**config.mk**
```make
export PLATFORM = sky130hd
export DESIGN_NAME = tc_timer
export DESIGN_NICKNAME = d
export VERILOG_FILES = /design/src/rtl/tc_pkg.sv /design/src/rtl/tc_prescaler.sv /design/src/rtl/tc_timer.sv
export SDC_FILE = /design/constraint.sdc
export NUM_CORES = 1
export LEC_CHECK = 0
export CAP_MARGIN = 20
export CORE_MARGIN = 5
export CORE_UTILIZATION = 30
export DETAILED_ROUTE_END_ITERATION = 8
export PLACE_DENSITY_LB_ADDON = 0.08
export SLEW_MARGIN = 20
export SYNTH_ARGS = -nofsm -noshare
export SYNTH_HDL_FRONTEND = slang
export SYNTH_SLANG_ARGS = --single-unit
```
**constraint.sdc**
```tcl
create_clock -name clk -period 6.2 [get_ports clk]
set_input_delay 1.55 -clock clk [delete_from_list [all_inputs] [get_ports clk]]
set_output_delay 1.55 -clock clk [all_outputs]
set_load 0.1 [all_outputs]
```
**src/rtl/tc_pkg.sv**
```systemverilog
// Shared definitions for the tc_timer block: register offsets, CTRL layout,
// FSM encoding and the bus request bundle.
package tc_pkg;

  localparam logic [1:0] TC_CTRL     = 2'd0;
  localparam logic [1:0] TC_PRESET   = 2'd1;
  localparam logic [1:0] TC_COUNT    = 2'd2;
  localparam logic [1:0] TC_PRESCALE = 2'd3;

  localparam int CTRL_EN      = 0;
  localparam int CTRL_MODE_LO = 1;
  localparam int CTRL_MODE_HI = 2;
  localparam int CTRL_IM      = 3;

  localparam logic [1:0] MODE_ONESHOT = 2'd0;
  localparam logic [1:0] MODE_RELOAD  = 2'd1;

  typedef enum logic [1:0] {
    IDLE = 2'd0,
    LOAD = 2'd1,
    CNT  = 2'd2,
    INT  = 2'd3
  } tc_state_e;

  // Field order matches CTRL bit positions: im=3, mode=2:1, en=0.
  typedef struct packed {
    logic       im;
    logic [1:0] mode;
    logic       en;
  } tc_ctrl_t;

  typedef struct packed {
    logic [1:0]  sel;
    logic        we;
    logic [3:0]  byteen;
    logic [31:0] wdata;
  } tc_req_t;

  // Modes 2 and 3 fall back to one-shot behaviour.
  function automatic logic is_reload(input logic [1:0] mode);
    return mode == MODE_RELOAD;
  endfunction

endpackage

```
**src/rtl/tc_prescaler.sv**
```systemverilog
// Free-running prescale counter; tick fires when the counter reaches limit,
// then the counter restarts from 0. Used only when TC_PRESCALE_EN is defined.
module tc_prescaler
  #(parameter int PRE_W = 8)
  (input  logic             clk,
   input  logic             reset,
   input  logic             clr,
   input  logic             en,
   input  logic [PRE_W-1:0] limit,
   output logic             tick);

  logic [PRE_W-1:0] cnt;

  // >= keeps the divider from running the full range if limit is lowered mid-count.
  assign tick = en && (cnt >= limit);

  always_ff @(posedge clk or negedge reset) begin
    if (!reset)      cnt <= '0;
    else if (clr)    cnt <= '0;
    else if (en)     cnt <= tick ? '0 : cnt + PRE_W'(1);
  end

endmodule

```
**src/rtl/tc_timer.sv**
```systemverilog
// Memory-mapped down-counting timer with one-shot / auto-reload modes and a
// maskable interrupt. Optional prescaler enabled with TC_PRESCALE_EN.
module tc_timer
  import tc_pkg::*;
  #(parameter int CNT_W = 32,
    parameter int PRE_W = 8)
  (input  logic        clk,
   input  logic        reset,
   input  logic [1:0]  sel,
   input  logic        we,
   input  logic [3:0]  byteen,
   input  logic [31:0] wdata,
   output logic [31:0] rdata,
   output logic        irq);

  tc_req_t          req;
  tc_ctrl_t         ctrl;
  tc_state_e        state;
  logic [CNT_W-1:0] preset_q;
  logic [CNT_W-1:0] count_q;
  logic             irq_pend;
  logic             tick;
  logic             wr_ctrl;
  logic             wr_preset;
  logic             expire;
  logic             pend_clr;

  assign req       = '{sel: sel, we: we, byteen: byteen, wdata: wdata};
  assign wr_ctrl   = req.we && (req.sel == TC_CTRL);
  assign wr_preset = req.we && (req.sel == TC_PRESET);

  // Terminal step of the count: a tick in CNT with COUNT at 1 or 0.
  assign expire   = (state == CNT) && ctrl.en && tick && (count_q <= CNT_W'(1));
  assign pend_clr = wr_ctrl || ((state == INT) && is_reload(ctrl.mode));

`ifdef TC_PRESCALE_EN
  logic [PRE_W-1:0] prescale_q;

  always_ff @(posedge clk or negedge reset) begin
    if (!reset) prescale_q <= '0;
    else if (req.we && (req.sel == TC_PRESCALE))
      for (int i = 0; i < PRE_W; i++)
        if (req.byteen[i/8]) prescale_q[i] <= req.wdata[i];
  end

  tc_prescaler #(.PRE_W(PRE_W)) u_pre (
    .clk   (clk),
    .reset (reset),
    .clr   ((state == IDLE) || (state == LOAD)),
    .en    (state == CNT),
    .limit (prescale_q),
    .tick  (tick)
  );
`else
  assign tick = 1'b1;
`endif

  always_ff @(posedge clk or negedge reset) begin
    if (!reset) begin
      state    <= IDLE;
      ctrl     <= '0;
      preset_q <= '0;
      count_q  <= '0;
      irq_pend <= 1'b0;
    end else begin
      if (wr_preset)
        for (int i = 0; i < CNT_W; i++)
          if (req.byteen[i/8]) preset_q[i] <= req.wdata[i];

      case (state)
        IDLE: if (ctrl.en) state <= LOAD;
        LOAD: begin
          count_q <= preset_q;
          state   <= CNT;
        end
        CNT: begin
          if (!ctrl.en)                  state   <= IDLE;
          else if (tick) begin
            if (count_q > CNT_W'(1))     count_q <= count_q - CNT_W'(1);
            else begin
              count_q <= '0;
              state   <= INT;
            end
          end
        end
        INT: begin
          if (is_reload(ctrl.mode)) state <= LOAD;
          else begin
            ctrl.en <= 1'b0;
            state   <= IDLE;
          end
        end
        default: state <= IDLE;
      endcase

      // CPU write is placed after the FSM so it overrides the hardware EN clear.
      if (wr_ctrl && req.byteen[0]) ctrl <= tc_ctrl_t'(req.wdata[3:0]);

      // A new expiry is never lost to a simultaneous clear.
      if (expire)        irq_pend <= 1'b1;
      else if (pend_clr) irq_pend <= 1'b0;
    end
  end

  assign irq = irq_pend & ctrl.im;

  always_comb begin
    rdata = '0;
    case (req.sel)
      TC_CTRL:     rdata[3:0]       = ctrl;
      TC_PRESET:   rdata[CNT_W-1:0] = preset_q;
      TC_COUNT:    rdata[CNT_W-1:0] = count_q;
`ifdef TC_PRESCALE_EN
      TC_PRESCALE: rdata[PRE_W-1:0] = prescale_q;
`endif
      default:     rdata = '0;
    endcase
  end

endmodule

```
# Word-level counts from Yosys, hierarchy flattened
# Index checks and enable logic that the tools add are counted.
[word_totals] regBits=71 input_bits=41 output_inout_bits=33
[classes] addsub=1 n_lt_le_gt_ge=2 n_eq_ne=10 muxes=15 n_bitwise=1 n_reduce_logical=19
[op_table] op="$mux W32" count=2
[op_table] op="$pmux W32 S2" count=1
[op_table] op="$pmux W28 S2" count=1
[op_table] op="$gt A32 B1 Y1 const B" count=1
[op_table] op="$le A32 B1 Y1 const B" count=1
[op_table] op="$sub A32 B1 Y32 const B" count=1
[op_table] op="$reduce_and A2 Y1" count=7
[op_table] op="$pmux W4 S3" count=1
[op_table] op="$pmux W2 S4" count=1
[op_table] op="$eq A2 B1 Y1 const B" count=3
[op_table] op="$eq A2 B2 Y1 const B" count=3
[op_table] op="$logic_and A1 B1 Y1" count=6
[op_table] op="$mux W1" count=6
[op_table] op="$mux W2" count=3
[op_table] op="$reduce_bool A2 Y1" count=3
[op_table] op="$logic_not A2 Y1" count=2
[op_table] op="$ne A2 B2 Y1 const B" count=2
[op_table] op="$ne A3 B3 Y1 const B" count=1
[op_table] op="$ne A2 B1 Y1 const B" count=1
[op_table] op="$and A1 B1 Y1" count=1
[op_table] op="$logic_or A1 B1 Y1" count=1

# Longest topological paths before layout
# Gate-level depths: netlist of run 1.
[depth] depth_word=5 mapped_depth=10 depth_no_buf=8

# Worst setup path before layout of run 1
# No wires, ideal clock.
[synth_timing] kind="input to output" startpoint="input port sel[1]" endpoint="output port rdata[10]" arrival_ps=3711 required_ps=4650 setup_slack_ps=939 path_stages=6 cell_sequence="inv_1 -> ha_1 -> clkbuf_1 -> clkbuf_1 -> a22oi_1 -> nor2b_1"
[synth_via] elab_chain_cells=2
[synth_rtl] item="start, declared" line_no="tc_timer.sv:9" text="input logic [1:0] sel,"
[synth_rtl] item="$eq A2 B2 Y1 / $eq A2 B1 Y1 (equally long branches)" line_no="tc_timer.sv:109" text="case (req.sel)"
[synth_rtl] item="$pmux W28 S2 (*)" line_no="tc_timer.sv:109"
[synth_rtl] item="end, declared" line_no="tc_timer.sv:13" text="output logic [31:0] rdata,"
# Every way passes the cells marked *; elsewhere a longest branch is shown, timed or not.

# Final worst setup path of run 1
[layout_timing] startpoint="input port sel[0]" endpoint="output port rdata[5]"
# The elaborated chain is that of the path after synthesis.

==> run metrics, run 1 <==
top cells by area, synth=dfrtp_1, mux2_2, a22oi_1, nor2b_1, nand3_1; htree depth=3; CP required=~4700 ps; dpl cells=650; CP Capture Type=output pin; Arr. time, crit path=3570 ps; Post-Syn Instances=419; #FFs+latches synth=71; DRT Pass-1 Iters=4; VDD IR max=roughly 0.00013 V; CTS clock-pin slew for the worst setup and hold paths=about 50 ps; Setup Viol. Count Final=0; layout cell share with drive strength beyond 1=0.193; Worst Tran Pin Value=~970 ps; Pleak=~2.1 nW; critical path peak fanout=28; Hold WC Path Type=flip-flop to flip-flop; Clock Skew=4.88 ps; gr ovfl total=0; unrepaired setup endpoints after global routing=false; Boundary Pins=74; Mapped Nets=roughly 470; Max-cap violations=0; Synth area leader=dfrtp_1; die area=16200 um2; Skew-Pair Late Insertion Delay=around 340 ps; Setup WS pre-CTS=roughly 1000 ps; Synth Cell Area=slightly above 4000 um2; WL/cell=19.6 um; status=completed; antenna diode count=0; placer congestion estimate=0.816; final net count=between 500 and 600; most common cell in the netlist=dfrtp_1; number of DRC markers in iteration 0=244; drt drc=0; Max clock buf depth=2; Vias=around 3700; critical path type=primary input to output pin; sequential share of the synthesized area=0.432; worst-path cell chain=clkdlybuf4s50_1 > inv_1 > ha_1 > nor2b_1 > buf_4; Primary FF master, synth=dfrtp_1; synth cell count leaders=dfrtp_1, a22oi_1, mux2_2; Cell variety after synth=49; fin. max-slew vios=0; via/cell ratio=between 5 and 6; post-route cell area=approximately 5300 um2; total CTS buffers=9; Die Ht=127 um; Hold Violations, Final=0; first-pass GRT wire length=21100 um; # rows=between 40 and 50; antenna violations before repair=0; met2 WL=6100 um; Synth top area share=0.432; Worst setup SP type=primary input; Core Footprint=13300 um2; number of enable flip-flop cells after synthesis=0; detailed placement HPWL=about 8700 um; Final WS setup=around 1100 ps; yosys warns=0; highest routed metal layer=met4; headroom to the max-slew limit=0.351; setup TNS=0 ps; CTS tree=yes; ANT nets after route=0; vias in the first global route=just under 4000; Max stage delay on crit path=slightly below 900 ps; Synth-to-Final Area Change=28.9%; CP max stage cell=ha_1; syn avg cell area=a little under 10 um2; pin count of the biggest net entering global routing=39; die width=approximately 130 um; CTS sink cnt=~70; final period utilization=0.826; cell area after placement=around 5100 um2; Routed WL=about 13000 um; Cell Pwr Density=426 nW/um2; Max Clock Freq=0.195 GHz; Final min period=around 5100 ps; Layout Cells excl Fill=between 600 and 700; All-Layer GR Usage=0.166; # resized after CTS=0; Root Driver=clkbuf_16; WL met3=roughly 750 um; Post-synth ARST share=1.00; starting density of the core=0.308; Post-CTS Setup Bufs=0; DRT met1 WL=5980 um; # port buffers=73; hold-fix buffers at CTS=0
==> critical path, delay by kind of cell <==
family | cells | cell delay [ps]
fa+ha+maj | 1 | 880
buf+inv | 3 | 890
simple gates | 1 | 250
==> sequential cells by signal (all words and copies together), names as in the netlist <==
name / cells
count_q: 32
ctrl: 4
irq_pend: 1
preset_q: 32
state: 2
==> worst paths after layout <==
| check | depth (start not counted) | start | slack, ps | endpoint |
|---|---|---|---|---|
| max | 5 | sel[0] | 1080 | rdata[5] |
| min in group asynchronous | 1 | reset | 1310 | preset_q[17]$_DFFE_PN0P_ |
| max in group asynchronous | 2 | reset | 3860 | count_q[17]$_DFFE_PN0P_ |
| min reg2reg | 2 | irq_pend$_DFFE_PN0P_ | 500 | irq_pend$_DFFE_PN0P_ |
| max reg2reg | 5 | count_q[9]$_DFFE_PN0P_ | 3070 | count_q[18]$_DFFE_PN0P_ |
| min | 2 | irq_pend$_DFFE_PN0P_ | 500 | irq_pend$_DFFE_PN0P_ |
==> per-layer routing <==
layer  vias to the layer above  global-route usage
li1                       1739                   -
met1                      1802               0.221
met2                       101               0.263
met3                        14              0.0392
met4                         0              0.0612
met5                         -                   0
==> cell families after synthesis <==
kind of cell,count (synthesis),share of synthesized area
AO/OA/AOI/OAI,108,0.193
flip-flops,71,0.432
multiplexers,35,0.0955
AND/OR/NAND/NOR,163,0.225
adder cells (fa/ha/maj),6,0.0182
buffers and inverters,36,0.0365
==> power by group <==
group          switching [mW]  internal [mW]
combinational           0.575          0.371
clock                   0.197          0.265
sequential              0.224          0.625
==> final cells by class <==
cell class | instances | area, um2
clock buffer | 12 | 236
inverter | 9 | 33.8
clock inverter | 2 | 10.0
multi-input combinational | 312 | 2190
tap | 176 | 220
timing repair buffer | 82 | 838
fill | 1332 | 8040
sequential | 71 | 1780
==> placed cells by master, fill, tap and decap left out, types with 6 or more instances in the layout <==
| cell | synthesis | layout |
|---|---|---|
| dfrtp_1 | 71 | 71 |
| ha_1 | 6 | 6 |
| o311ai_0 | 12 | 12 |
| and3_1 | 9 | 9 |
| nand3_1 | 29 | 29 |
| nand2b_1 | 7 | 7 |
| nor3_1 | 10 | 10 |
| o21ai_0 | 8 | 8 |
| clkbuf_16 | 0 | 9 |
| buf_4 | 1 | 31 |
| o211ai_1 | 7 | 7 |
| a21oi_1 | 15 | 15 |
| nor2_1 | 12 | 12 |
| nor4_1 | 10 | 10 |
| clkdlybuf4s50_1 | 0 | 40 |
| a22oi_1 | 40 | 40 |
| nand2_1 | 23 | 23 |
| inv_1 | 9 | 9 |
| buf_12 | 0 | 10 |
| nor2b_1 | 32 | 32 |
| or3_1 | 9 | 9 |
| mux2_2 | 34 | 34 |
==> stage by stage <==
step / power (mW) / hold WS, ps / util
after detailed placement: 1.80 / 486 / 0.379
after global routing: 2.40 / 548 / 0.397
after floorplan: 1.49 / 451 / -
after global placement: 1.79 / 493 / 0.379
after CTS: 2.27 / 513 / 0.397
final: 2.26 / 497 / 0.397
(Power assumes the default switching activity.)
==> inputs of run 2 (changes only) <==
==> constraint.sdc (replaced) <==
create_clock -name clk -period 4.7 [get_ports clk]
set_input_delay 1.175 -clock clk [delete_from_list [all_inputs] [get_ports clk]]
set_output_delay 1.175 -clock clk [all_outputs]
set_load 0.1 [all_outputs]
==> run 2 against run 1 <==
Against the previous run: clock skew is 1.2 ps higher; first-iteration DRC count is 26% higher; clock power is 74% higher; combinational power is 38% higher; total power is 43% higher; sequential power is 32% higher; non-clock buffer count is 4 higher; cell count is 0.90% higher; largest power group unchanged.
==> run metrics, run 2 (synthesis results as in run 1) <==
status=completed; antenna diode count=0; Cell Pwr Density=around 570 nW/um2; critical path peak fanout=15; Pleak=approximately 2.2 nW; Worst Hold Depth=2; Final WS setup=528 ps; Die Ht=~130 um; die width=between 100 and 150 um; critical path type=primary input to output pin; placer congestion estimate=about 0.85; setup TNS=0 ps; Seq pwr share=0.347; Worst setup SP type=primary input; CP max stage cell=clkdlybuf4s50_1; DRT Pass-1 Iters=7; detailed placement HPWL=~9000 um; final net count=about 540; total CTS buffers=9; internal power=around 1.9 mW; FF-to-FF Start=count_q[9]$_DFFE_PN0P_; VDD IR max=0.000261 V; final period utilization=0.888; hold-fix buffers at CTS=0; unrepaired setup endpoints after global routing=false; # resized after CTS=0; first-pass GRT wire length=roughly 21000 um; dpl cells=between 600 and 700; Skew-Pair Late Insertion Delay=350 ps; Root Driver=clkbuf_16; CP Capture Type=output pin; number of DRC markers in iteration 0=308; htree depth=3; WL/cell=approximately 19 um; most common cell after layout, fill and taps aside=dfrtp_1; ANT nets after route=0; switching share of power=0.413; CP required=around 3500 ps; Max-cap violations=0; fin. max-slew vios=0; Final min period=around 4200 ps; Arr. time, crit path=about 3000 ps; Layout Cells excl Fill=between 600 and 700; Setup WS pre-CTS=around 530 ps; post-route cell area=between 5000 and 6000 um2; layout cell share with drive strength beyond 1=0.209; most frequent cells in the layout=dfrtp_1, a22oi_1, clkdlybuf4s50_1, mux2_2; clock power share=0.248; via/cell ratio=between 5 and 6; drt drc=0; pin count of the biggest net entering global routing=35; Clock Skew=approximately 6.1 ps; R2R cell count=7; Boundary Pins=74; starting density of the core=0.308; Vias=around 3700; gr ovfl total=0; # rows=42; Final Core Density=0.428; hold slack=about 520 ps; Worst Tran Pin Value=about 960 ps; Max stage delay on crit path=450 ps; Setup Viol. Count Final=0; CTS tree=yes; antenna violations before repair=0; Core Footprint=13300 um2; Max Clock Freq=approximately 0.24 GHz; Hold Violations, Final=0; CTS sink cnt=a little over 70; cell area after placement=between 5000 and 6000 um2; flop2flop setup slack=roughly 1500 ps; r2r endpoint=count_q[19]$_DFFE_PN0P_; die area=about 16000 um2; Max clock buf depth=2; CTS clock-pin slew for the worst setup and hold paths=60 ps; headroom to the max-slew limit=0.355; end of the worst hold path=irq_pend$_DFFE_PN0P_; Synth-to-Final Area Change=38.7%; Pwr Total=between 3 and 4 mW; vias in the first global route=3934; # port buffers=73; Regs by FF count=count_q (32), preset_q (32), ctrl (4); hold path startpoint=irq_pend$_DFFE_PN0P_; net switching power figure=1.33 mW; Routed WL=roughly 13000 um; Hold WC Path Type=flip-flop to flip-flop; Logic pwr share=0.405; Post-CTS Setup Bufs=0; worst-path cell chain=clkdlybuf4s50_1 > inv_1 > ha_1 > buf_4 > a22oi_1 > nor2b_1 > buf_12; All-Layer GR Usage=0.165
-- run 2: cell types whose count changed in the layout (fill, tap and decap cells not counted) --
cell        previous run  this run
buf_12                10        32
buf_4                 31        13
bufinv_16              0         3
clkbuf_1               3         0
clkbuf_8               0         1
clkinvlp_4             0         1
-- run 2: cell type report --
| type | instances | area, um2 |
|---|---|---|
| fillers | 1310 | 7640 |
| multi-input cells | 312 | 2190 |
| flip-flops and latches | 71 | 1780 |
| repair buffers | 86 | 1140 |
| clock buffers | 10 | 239 |
| well taps | 176 | 220 |
| clock inverters | 6 | 108 |
| inverters | 9 | 33.8 |
-- run 2: power groups by stage --
stage	Sequential (mW)	Combinational, mW	Clock (mW)
6_report	1.12	1.31	0.803
3_3_place_gp	1.12	1.30	0
2_1_floorplan	1.00	0.965	0
4_1_cts	1.12	1.32	0.824
5_1_grt	1.16	1.42	0.850
3_5_place_dp	1.12	1.32	0
-- run 2: worst max path at each step --
stage | endpoint | cells past startpoint | start | slack, ps
floorplan | rdata[10] | 6 | sel[1] | 190
global placement | rdata[12] | 7 | sel[1] | 570
detailed placement | rdata[23] | 7 | sel[1] | 530
CTS | rdata[4] | 7 | sel[1] | 520
global route | rdata[4] | 7 | sel[1] | 390
finish | rdata[4] | 7 | sel[1] | 530
-- run 2: worst max-delay path: cells and delay by family --
kind	cells	cell delay [ps]
buffers and inverters	4	1050
adders and majority gates	1	430
and+or+nand+nor	1	240
AOI/OAI and AO/OA	1	100
-- run 2: per-layer routing --
metal / global-route usage / share of wire / up-vias
met3: 0.0463 / 0.058 / 13
met1: 0.218 / 0.45 / 1808
li1: - / - / 1753
met2: 0.267 / 0.48 / 113
met5: 0 / 0 / -
met4: 0.0448 / 0.011 / 0
